[config.mk]
export PLATFORM = sky130hd
export DESIGN_NAME = inst_mem_loader_flat
export DESIGN_NICKNAME = d
export VERILOG_FILES = /design/src/rtl/inst_mem_loader_pkg.sv /design/src/rtl/inst_mem_loader_if.sv /design/src/rtl/inst_mem_loader_word_assembler.sv /design/src/rtl/inst_mem_loader.sv /design/src/flat_wrapper.sv
export SDC_FILE = /design/constraint.sdc
export NUM_CORES = 1
export LEC_CHECK = 0
export CAP_MARGIN = 20
export CORE_UTILIZATION = 50
export DETAILED_ROUTE_END_ITERATION = 8
export PLACE_DENSITY = 0.76
export REMOVE_ABC_BUFFERS = 1
export SETUP_SLACK_MARGIN = 0.4
export SLEW_MARGIN = 20
export SYNTH_ARGS = -nofsm -noshare
export SYNTH_HDL_FRONTEND = slang
export SYNTH_SLANG_ARGS = --single-unit
[constraint.sdc]
create_clock -name clk -period 9.55 [get_ports clk]
set_input_delay 2.865 -clock clk [delete_from_list [all_inputs] [get_ports clk]]
set_output_delay 2.865 -clock clk [all_outputs]
set_load 0.05 [all_outputs]
[src/rtl/inst_mem_loader_pkg.sv]
// inst_mem_loader_pkg: loader FSM encoding and default load address shared with memory and bench
package inst_mem_loader_pkg;
  typedef enum logic [2:0] {IDLE, LEN0, LEN1, DATA, WRITE, DONE} state_e;
  localparam logic [31:0] DEF_BASE_ADDR = 32'h0000_0000;
endpackage

[src/rtl/inst_mem_loader_if.sv]
// inst_mem_loader_if: byte stream in, instruction-memory write port out
interface inst_mem_loader_if #(parameter int ADDR_W = 32);
  logic              byte_valid;
  logic [7:0]        byte_data;
  logic              byte_ready;
  logic              mem_we;
  logic [ADDR_W-1:0] mem_addr;
  logic [31:0]       mem_wdata;
  modport master (output byte_valid, byte_data, input byte_ready, mem_we, mem_addr, mem_wdata);
  modport slave (input byte_valid, byte_data, output byte_ready, mem_we, mem_addr, mem_wdata);
endinterface

[src/rtl/inst_mem_loader_word_assembler.sv]
// word_assembler: packs accepted bytes little-endian into a 32-bit word
module word_assembler (
  input  logic        clk,
  input  logic        rst,
  input  logic        clear,
  input  logic        en,
  input  logic [7:0]  byte_in,
  output logic [31:0] word,
  output logic        word_full
);
  logic [1:0]  byte_cnt_q, byte_cnt_d;
  logic [31:0] word_q, word_d;
  always_comb begin
    word_d = word_q;
    if (en && !clear) word_d[8*byte_cnt_q +: 8] = byte_in;
    byte_cnt_d = clear ? 2'd0 : en ? byte_cnt_q + 2'd1 : byte_cnt_q;
  end
  always_ff @(posedge clk or posedge rst)
    if (rst) begin
      byte_cnt_q <= '0;
      word_q <= '0;
    end else begin
      byte_cnt_q <= byte_cnt_d;
      word_q <= word_d;
    end
  assign word = word_q;
  assign word_full = en && !clear && byte_cnt_q == 2'd3;
endmodule

[src/rtl/inst_mem_loader.sv]
// inst_mem_loader: boot-time loader writing a length-prefixed byte stream into instruction memory
module inst_mem_loader import inst_mem_loader_pkg::*; #(
  parameter logic [31:0] BASE_ADDR = DEF_BASE_ADDR,
  parameter int          ADDR_W    = 32
) (
  input  logic                     clk,
  input  logic                     rst,
  input  logic                     start,
  input  logic                     abort,
  inst_mem_loader_if.slave         bus,
  output logic                     busy,
  output logic                     done,
  output logic                     cpu_hold,
  output logic [15:0]              words_written
);
  state_e            state_q, state_d;
  logic [15:0]       n_q, n_d, words_q, words_d;
  logic [ADDR_W-1:0] addr_q, addr_d;
  logic              accept, clear, word_full;
  logic [31:0]       word;
  assign accept = bus.byte_valid && bus.byte_ready;
  word_assembler u_asm (
    .clk, .rst, .clear,
    .en(accept && state_q == DATA),
    .byte_in(bus.byte_data),
    .word, .word_full
  );
  always_comb begin
    state_d = state_q;
    n_d = n_q;
    addr_d = addr_q;
    words_d = words_q;
    clear = 1'b0;
    case (state_q)
      IDLE, DONE: if (start && !abort) begin
        state_d = LEN0;
        addr_d = ADDR_W'(BASE_ADDR);
        words_d = '0;
        clear = 1'b1;
      end
      LEN0: if (accept) begin
        n_d[7:0] = bus.byte_data;
        state_d = LEN1;
      end
      LEN1: if (accept) begin
        n_d[15:8] = bus.byte_data;
        state_d = {bus.byte_data, n_q[7:0]} == 16'd0 ? DONE : DATA;
      end
      DATA: if (word_full) state_d = WRITE;
      WRITE: begin
        addr_d = addr_q + ADDR_W'(4);
        words_d = words_q + 16'd1;
        clear = 1'b1;
        state_d = words_d == n_q ? DONE : DATA;
      end
      default: state_d = IDLE;
    endcase
    // abort keeps what was already written but drops the word in flight
    if (abort && busy) begin
      state_d = IDLE;
      addr_d = addr_q;
      words_d = words_q;
      clear = 1'b1;
    end
  end
  always_ff @(posedge clk or posedge rst)
    if (rst) begin
      state_q <= IDLE;
      n_q <= '0;
      addr_q <= ADDR_W'(BASE_ADDR);
      words_q <= '0;
    end else begin
      state_q <= state_d;
      n_q <= n_d;
      addr_q <= addr_d;
      words_q <= words_d;
    end
  assign busy = state_q inside {LEN0, LEN1, DATA, WRITE};
  assign done = state_q == DONE;
  assign cpu_hold = state_q != DONE;
  assign words_written = words_q;
  assign bus.byte_ready = state_q inside {LEN0, LEN1, DATA};
  assign bus.mem_we = state_q == WRITE && !abort;
  assign bus.mem_addr = addr_q;
  assign bus.mem_wdata = word;
endmodule

[src/flat_wrapper.sv]
// flat-port wrapper written by rule: the top's interface ports become plain ports
module inst_mem_loader_flat import inst_mem_loader_pkg::*;
#(
  parameter logic [31:0] BASE_ADDR = DEF_BASE_ADDR,
  parameter int          ADDR_W    = 32
)
  (clk, rst, start, abort, busy, done, cpu_hold, words_written, bus_byte_valid, bus_byte_data, bus_byte_ready, bus_mem_we, bus_mem_addr, bus_mem_wdata);
  inst_mem_loader_if #(.ADDR_W(ADDR_W)) bus_i ();
  input  logic clk;
  input  logic rst;
  input  logic start;
  input  logic abort;
  output logic busy;
  output logic done;
  output logic cpu_hold;
  output logic [15:0] words_written;
  input wire logic [$bits(bus_i.byte_valid)-1:0] bus_byte_valid;
  input wire logic [$bits(bus_i.byte_data)-1:0] bus_byte_data;
  output wire logic [$bits(bus_i.byte_ready)-1:0] bus_byte_ready;
  output wire logic [$bits(bus_i.mem_we)-1:0] bus_mem_we;
  output wire logic [$bits(bus_i.mem_addr)-1:0] bus_mem_addr;
  output wire logic [$bits(bus_i.mem_wdata)-1:0] bus_mem_wdata;
  assign bus_i.byte_valid = bus_byte_valid;
  assign bus_i.byte_data = bus_byte_data;
  assign bus_byte_ready = bus_i.byte_ready;
  assign bus_mem_we = bus_i.mem_we;
  assign bus_mem_addr = bus_i.mem_addr;
  assign bus_mem_wdata = bus_i.mem_wdata;
  inst_mem_loader #(.BASE_ADDR(BASE_ADDR), .ADDR_W(ADDR_W)) u_core (.clk(clk), .rst(rst), .start(start), .abort(abort), .bus(bus_i), .busy(busy), .done(done), .cpu_hold(cpu_hold), .words_written(words_written));
endmodule
==> results.yml, run 1 <==
outcome:
  outcome: "finished clean"
sta:
  fin_crit_sh_pct: 87.03
  setup_ws_ns: 1.239
  totalNegativeSetupSlack_ns: 0
  hold_violations: 0
  max_slew_margin_pct: 34.22
  fin_worst_skew_ns: 0.009247
  finalSetupViolCount: 0
  worst_pin_slew_ns: 0.9867
  fmax_mhz: 120.3
  slew_viol_final: 0
  rsz0062_at_grt: "false"
  fin_crit_ns: 8.311
power:
  fin_total_pwr_mw: 1.085
  vdd_drop_max_uv: 135.9
  p_per_area_nw_per_um2: 170.5
  power.leakage_nw: 2.548
route:
  vias: 4312
  wl_mm: 12.27
  wl_per_cell_um: 15.80
  viasPerCell: 5.550
  drtIter0Drc: 191
  drt_pass1_iterations: 4
  ant_nets: 0
  drc: 0
final_layout:
  nets: 659
  layout_common_cells: "nand2_1, dfrtp_1, clkdlybuf4s50_1"
  drive_gt1_share_pct: 7.764
  n_fill_cell: 800
  layout_commonest_cell: "nand2_1"
  diodes: 0
  area.growth.synth_to_final_pct: 23.69
  stdcell_count: 777
critical_path:
  ff2ff_setup_slack_ns: 7.02
  r2r-start: "u_core.state_q[2]$_DFFE_PP0P_"
  endpoint_kind: "output port"
  crit_type: "in2out"
  reg2regPathDepth: 5
  crit_arrival_ns: 5.45
  start_kind: "input port"
  startpoint: "abort"
  timing.rr.end: "u_core.bus.mem_addr[31]$_DFFE_PP0P_"
  cp.required_ns: 6.69
  critPathMaxFanout: 19
floorplanning:
  die_w_um: 103.4
  io_pins: 98
  dieArea_um2: 10700
  die_h_um: 103.4
  start_util_pct: 52.14
  rows: 36
  coreArea_um2: 9864
clock_tree:
  cts_resized: 0
  cts_buffers: 9
  post_cts_buffers: 0
  cts_tree: "yes"
  clk_transition_reported_paths_ns: 0.10
  cts_root_buf: "clkbuf_8"
  cts_max_level: 3
  clock-sinks: 99
  clkLatencyLatePin_ns: 0.37
  cts_hold_buf: 0
  clk_path_buf_depth: 2
placed_design:
  gp_congestion: 0.9111
  pre_cts_slack_ns: 1.273
  dp_cells: 760
  dpl.hpwl_mm: 8.603
  numPortBuffers: 95
min_path:
  min_path_cells: 2
  worst_hold_path.endpoint: "u_core.u_asm.word[21]$_DFFE_PP0P_"
  min_path_type: "reg2reg"
  hp-start: "u_core.u_asm.word[21]$_DFFE_PP0P_"
synth:
  avgSynthCellArea_um2: 9.318
  netlist_instances: 552
  synth_seq_area_share_pct: 48.16
  synth-edff-count: 0
  yosysWarnings: 0
  syn-cell-area_um2: 5144
  async_flop_share_pct: 100.0
  ys_types: 56
  synth-seq-cells: 99
  synth_flop_cell: "dfrtp_1"
flow_run:
  cap_violations: 0
grt:
  grt_pass1_wl_mm: 19.89
  grt_max_degree: 60
  grt.overflow.total: 0
  track_usage_pct: 24.27
  antenna_found_initial: 0
  first_global_vias: 4024
-- worst max path at each step --
stage	end	slack, ns
2_1_floorplan	bus_mem_we	2.85
3_3_place_gp	bus_mem_we	1.34
3_5_place_dp	bus_mem_we	1.27
4_1_cts	bus_mem_we	1.27
5_1_grt	bus_mem_we	1.06
6_report	bus_mem_we	1.24
-- layout make-up --
class | count | area (um2) | area share (%)
tap | 133 | 166.4 | 2.616
clock inverter | 5 | 38.79 | 0.6096
multi-input combinational | 418 | 2521 | 39.63
inverter | 14 | 53.80 | 0.8456
clock buffer | 11 | 141.4 | 2.222
sequential | 99 | 2477 | 38.94
timing repair buffer | 97 | 963.4 | 15.14
-- metrics by stage --
step / cell area, um2 / hold WS, ns / util [%]
finish: 6362 / 0.4893 / 64.50
global route: 6362 / 0.5124 / 64.50
CTS: 6357 / 0.4958 / 64.45
detailed placement: 6177 / 0.4733 / 62.62
global placement: 6177 / 0.4631 / 62.62
floorplan: 5051 / 0.5022 / -
-- cell families after synthesis --
family,Yosys count,synth area share [%]
mux,18,3.916
xor+xnor,50,8.514
simple gates,242,22.89
buf+inv,36,2.894
compound gates,98,11.65
flops,99,48.16
fa+ha+maj,8,1.897
other cells,1,0.07290
-- flip-flops by register name (all words and copies together), names as in the netlist --
name / cells
u_core.bus.mem_addr: 30
u_core.n_q: 16
u_core.state_q: 3
u_core.u_asm.byte_cnt_q: 2
u_core.u_asm.word: 32
u_core.words_written: 16
-- per-layer routing --
layer	track usage [%]	up-vias	wire [um]
met2	38.51	133	5921
li1	-	2062	-
met3	5.175	23	620
met4	9.101	0	263
met5	0	-	0
met1	32.77	2094	5468
-- cells in the mapped netlist, drive strengths merged (7+ instances only) --
| master | count | area share [%] |
|---|---|---|
| o21ai | 67 | 6.5 |
| nand4 | 13 | 2.0 |
| mux2 | 17 | 3.7 |
| xnor2 | 35 | 6.0 |
| dfrtp | 99 | 48 |
| nand2 | 122 | 8.9 |
| and3 | 7 | 0.95 |
| nor4 | 9 | 1.8 |
| nor3 | 9 | 0.97 |
| buf | 7 | 0.75 |
| clkbuf | 15 | 1.1 |
| inv | 14 | 1.0 |
| nor2 | 39 | 2.8 |
| a21oi | 7 | 0.68 |
| ha | 7 | 1.7 |
| xor2 | 15 | 2.6 |
| nand3 | 19 | 1.9 |
-- where the power goes --
part           leakage, nW  internal [mW]  switching, mW  total [mW]
clock               0.0895          0.103          0.151       0.254
sequential            1.35          0.465         0.0540       0.519
combinational         1.11          0.136          0.176       0.312
-- worst max-delay path, cell delays in order --
cell and delay [ns]:
clkdlybuf4s50_1 0.54, inv_1 0.17, nand3_1 0.46, inv_1 0.52
clkdlybuf4s50_1 0.89
(Power assumes the default switching activity.)
==> run 2: changes to the inputs <==
CAP_MARGIN = not set   (was 20)
REMOVE_ABC_BUFFERS = not set   (was 1)
==> run 2 against run 1 <==
  * Total power is 7.5% higher
  * Register-to-register slack worse by 0.15 ns
  * Critical path depth stayed put
  * Critical path type unchanged
==> results.yml, run 2 (same netlist as run 1, synthesis figures left out) <==
outcome:
  outcome: "finished clean"
grt:
  grt_max_degree: 71
  grt_pass1_wl_mm: 20.07
  grt.overflow.total: 0
  first_global_vias: 4107
  antenna_found_initial: 0
  track_usage_pct: 24.38
floorplanning:
  die_w_um: 103.4
  die_h_um: 103.4
  io_pins: 98
  rows: 36
  dieArea_um2: 10700
  coreArea_um2: 9864
  start_util_pct: 52.14
final_layout:
  layout_commonest_cell: "nand2_1"
  diodes: 0
  finish.utilization_pct: 65.11
  nets: 658
  final_area_um2: 6422
  largest_register_ffs: 32
  layout_common_cells: "nand2_1, dfrtp_1, clkdlybuf4s50_1"
  area.growth.synth_to_final_pct: 24.86
  drive_gt1_share_pct: 7.632
route:
  drt_pass1_iterations: 4
  drc: 0
  vias: 4306
  drtIter0Drc: 162
  wl_per_cell_um: 16.25
  viasPerCell: 5.556
  wl_mm: 12.60
  ant_nets: 0
placed_design:
  gp_congestion: 0.9394
  dpl.hpwl_mm: 8.621
  placed_area_um2: 6177
  numPortBuffers: 95
  pre_cts_slack_ns: 1.273
min_path:
  hp-start: "u_core.u_asm.word[30]$_DFFE_PP0P_"
  min_path_type: "reg2reg"
critical_path:
  worstPathCellList: "clkdlybuf4s50_1 > inv_1 > nand3_1 > inv_1 > clkdlybuf4s50_1"
  crit_type: "in2out"
  critPathMaxStageDelay_ns: 0.89
  endpoint_kind: "output port"
  startpoint: "abort"
  r2r-start: "u_core.state_q[0]$_DFFE_PP0P_"
  cp.buffers_inverters: 4
  start_kind: "input port"
  critPathMaxFanout: 19
  crit_family: "buffers and inverters"
  crit_slowest_cell: "clkdlybuf4s50_1"
  ff2ff_setup_slack_ns: 6.87
  crit_arrival_ns: 5.51
  cp.required_ns: 6.69
sta:
  fin_crit_ns: 8.377
  max_slew_margin_pct: 31.93
  finalSetupViolCount: 0
  hold_violations: 0
  slew_viol_final: 0
  hold_ws_ns: 0.4923
  fin_worst_skew_ns: 0.01570
  rsz0062_at_grt: "false"
  worst_pin_slew_ns: 1.021
  fmax_mhz: 119.4
  totalNegativeSetupSlack_ns: 0
  setup_ws_ns: 1.173
  fin_crit_sh_pct: 87.72
clock_tree:
  cts_buffers: 9
  cts_tree: "yes"
  cts_hold_buf: 0
  clk_transition_reported_paths_ns: 0.09
  post_cts_buffers: 0
  cts_max_level: 3
  clk_path_buf_depth: 2
  clkLatencyLatePin_ns: 0.36
  clock-sinks: 99
  cts_root_buf: "clkbuf_8"
  cts_resized: 0
flow_run:
  cap_violations: 0
power:
  vdd_drop_max_uv: 114.6
  power.leakage_nw: 2.578
  p_per_area_nw_per_um2: 181.5
## run 2: area by class of cell
cell class | instances | area, um2
clock buffer | 10 | 137.6
clock inverter | 5 | 107.6
fill | 797 | 3442
inverter | 14 | 53.80
multi-input combinational | 418 | 2521
sequential | 99 | 2477
tap | 133 | 166.4
timing repair buffer | 96 | 958.4
## run 2: power breakdown
group          switching (mW)  internal, mW
Sequential             0.0583         0.465
Clock                   0.148         0.182
Combinational           0.177         0.135
Total                   0.383         0.782
## run 2: worst paths after layout
| kind | cells after the start | endpoint |
|---|---|---|
| max in group asynchronous | 3 | u_core.bus.mem_addr[3]$_DFFE_PP0P_ |
| worst max-delay path | 5 | bus_mem_we |
| min in group asynchronous | 2 | u_core.bus.mem_addr[20]$_DFFE_PP0P_ |
| worst max register to register | 5 | u_core.u_asm.word[9]$_DFFE_PP0P_ |
| worst min-delay path | 2 | u_core.u_asm.word[30]$_DFFE_PP0P_ |
| worst min register to register | 2 | u_core.u_asm.word[30]$_DFFE_PP0P_ |
## run 2: worst register-to-register path: stages (launching register included)
cell	delay [ns]
dfrtp_1	0.68
inv_1	0.18
nor4_1	0.89
nand2_1	0.51
nand2_1	0.19
o21ai_0	0.10
## run 2: stage by stage
step / std cells / total power, mW
final: 775 / 1.166
after global routing: 775 / 1.219
after CTS: 775 / 1.167
after global placement: 760 / 0.8261
after detailed placement: 760 / 0.8382
after floorplan: 553 / 0.7532
## run 2: routing by layer
layer	vias up	wire length, um	track usage (%)
li1	2059	-	-
met1	2109	5778	32.65
met2	124	6118	40.60
met3	14	521	3.831
met4	0	177	8.126
met5	-	0	0
==> run 3: changes to the inputs <==
SLEW_MARGIN = not set   (was 20)
==> results of run 3 <==
No change in the layout: final DEF, timing and power equal those of run 2.
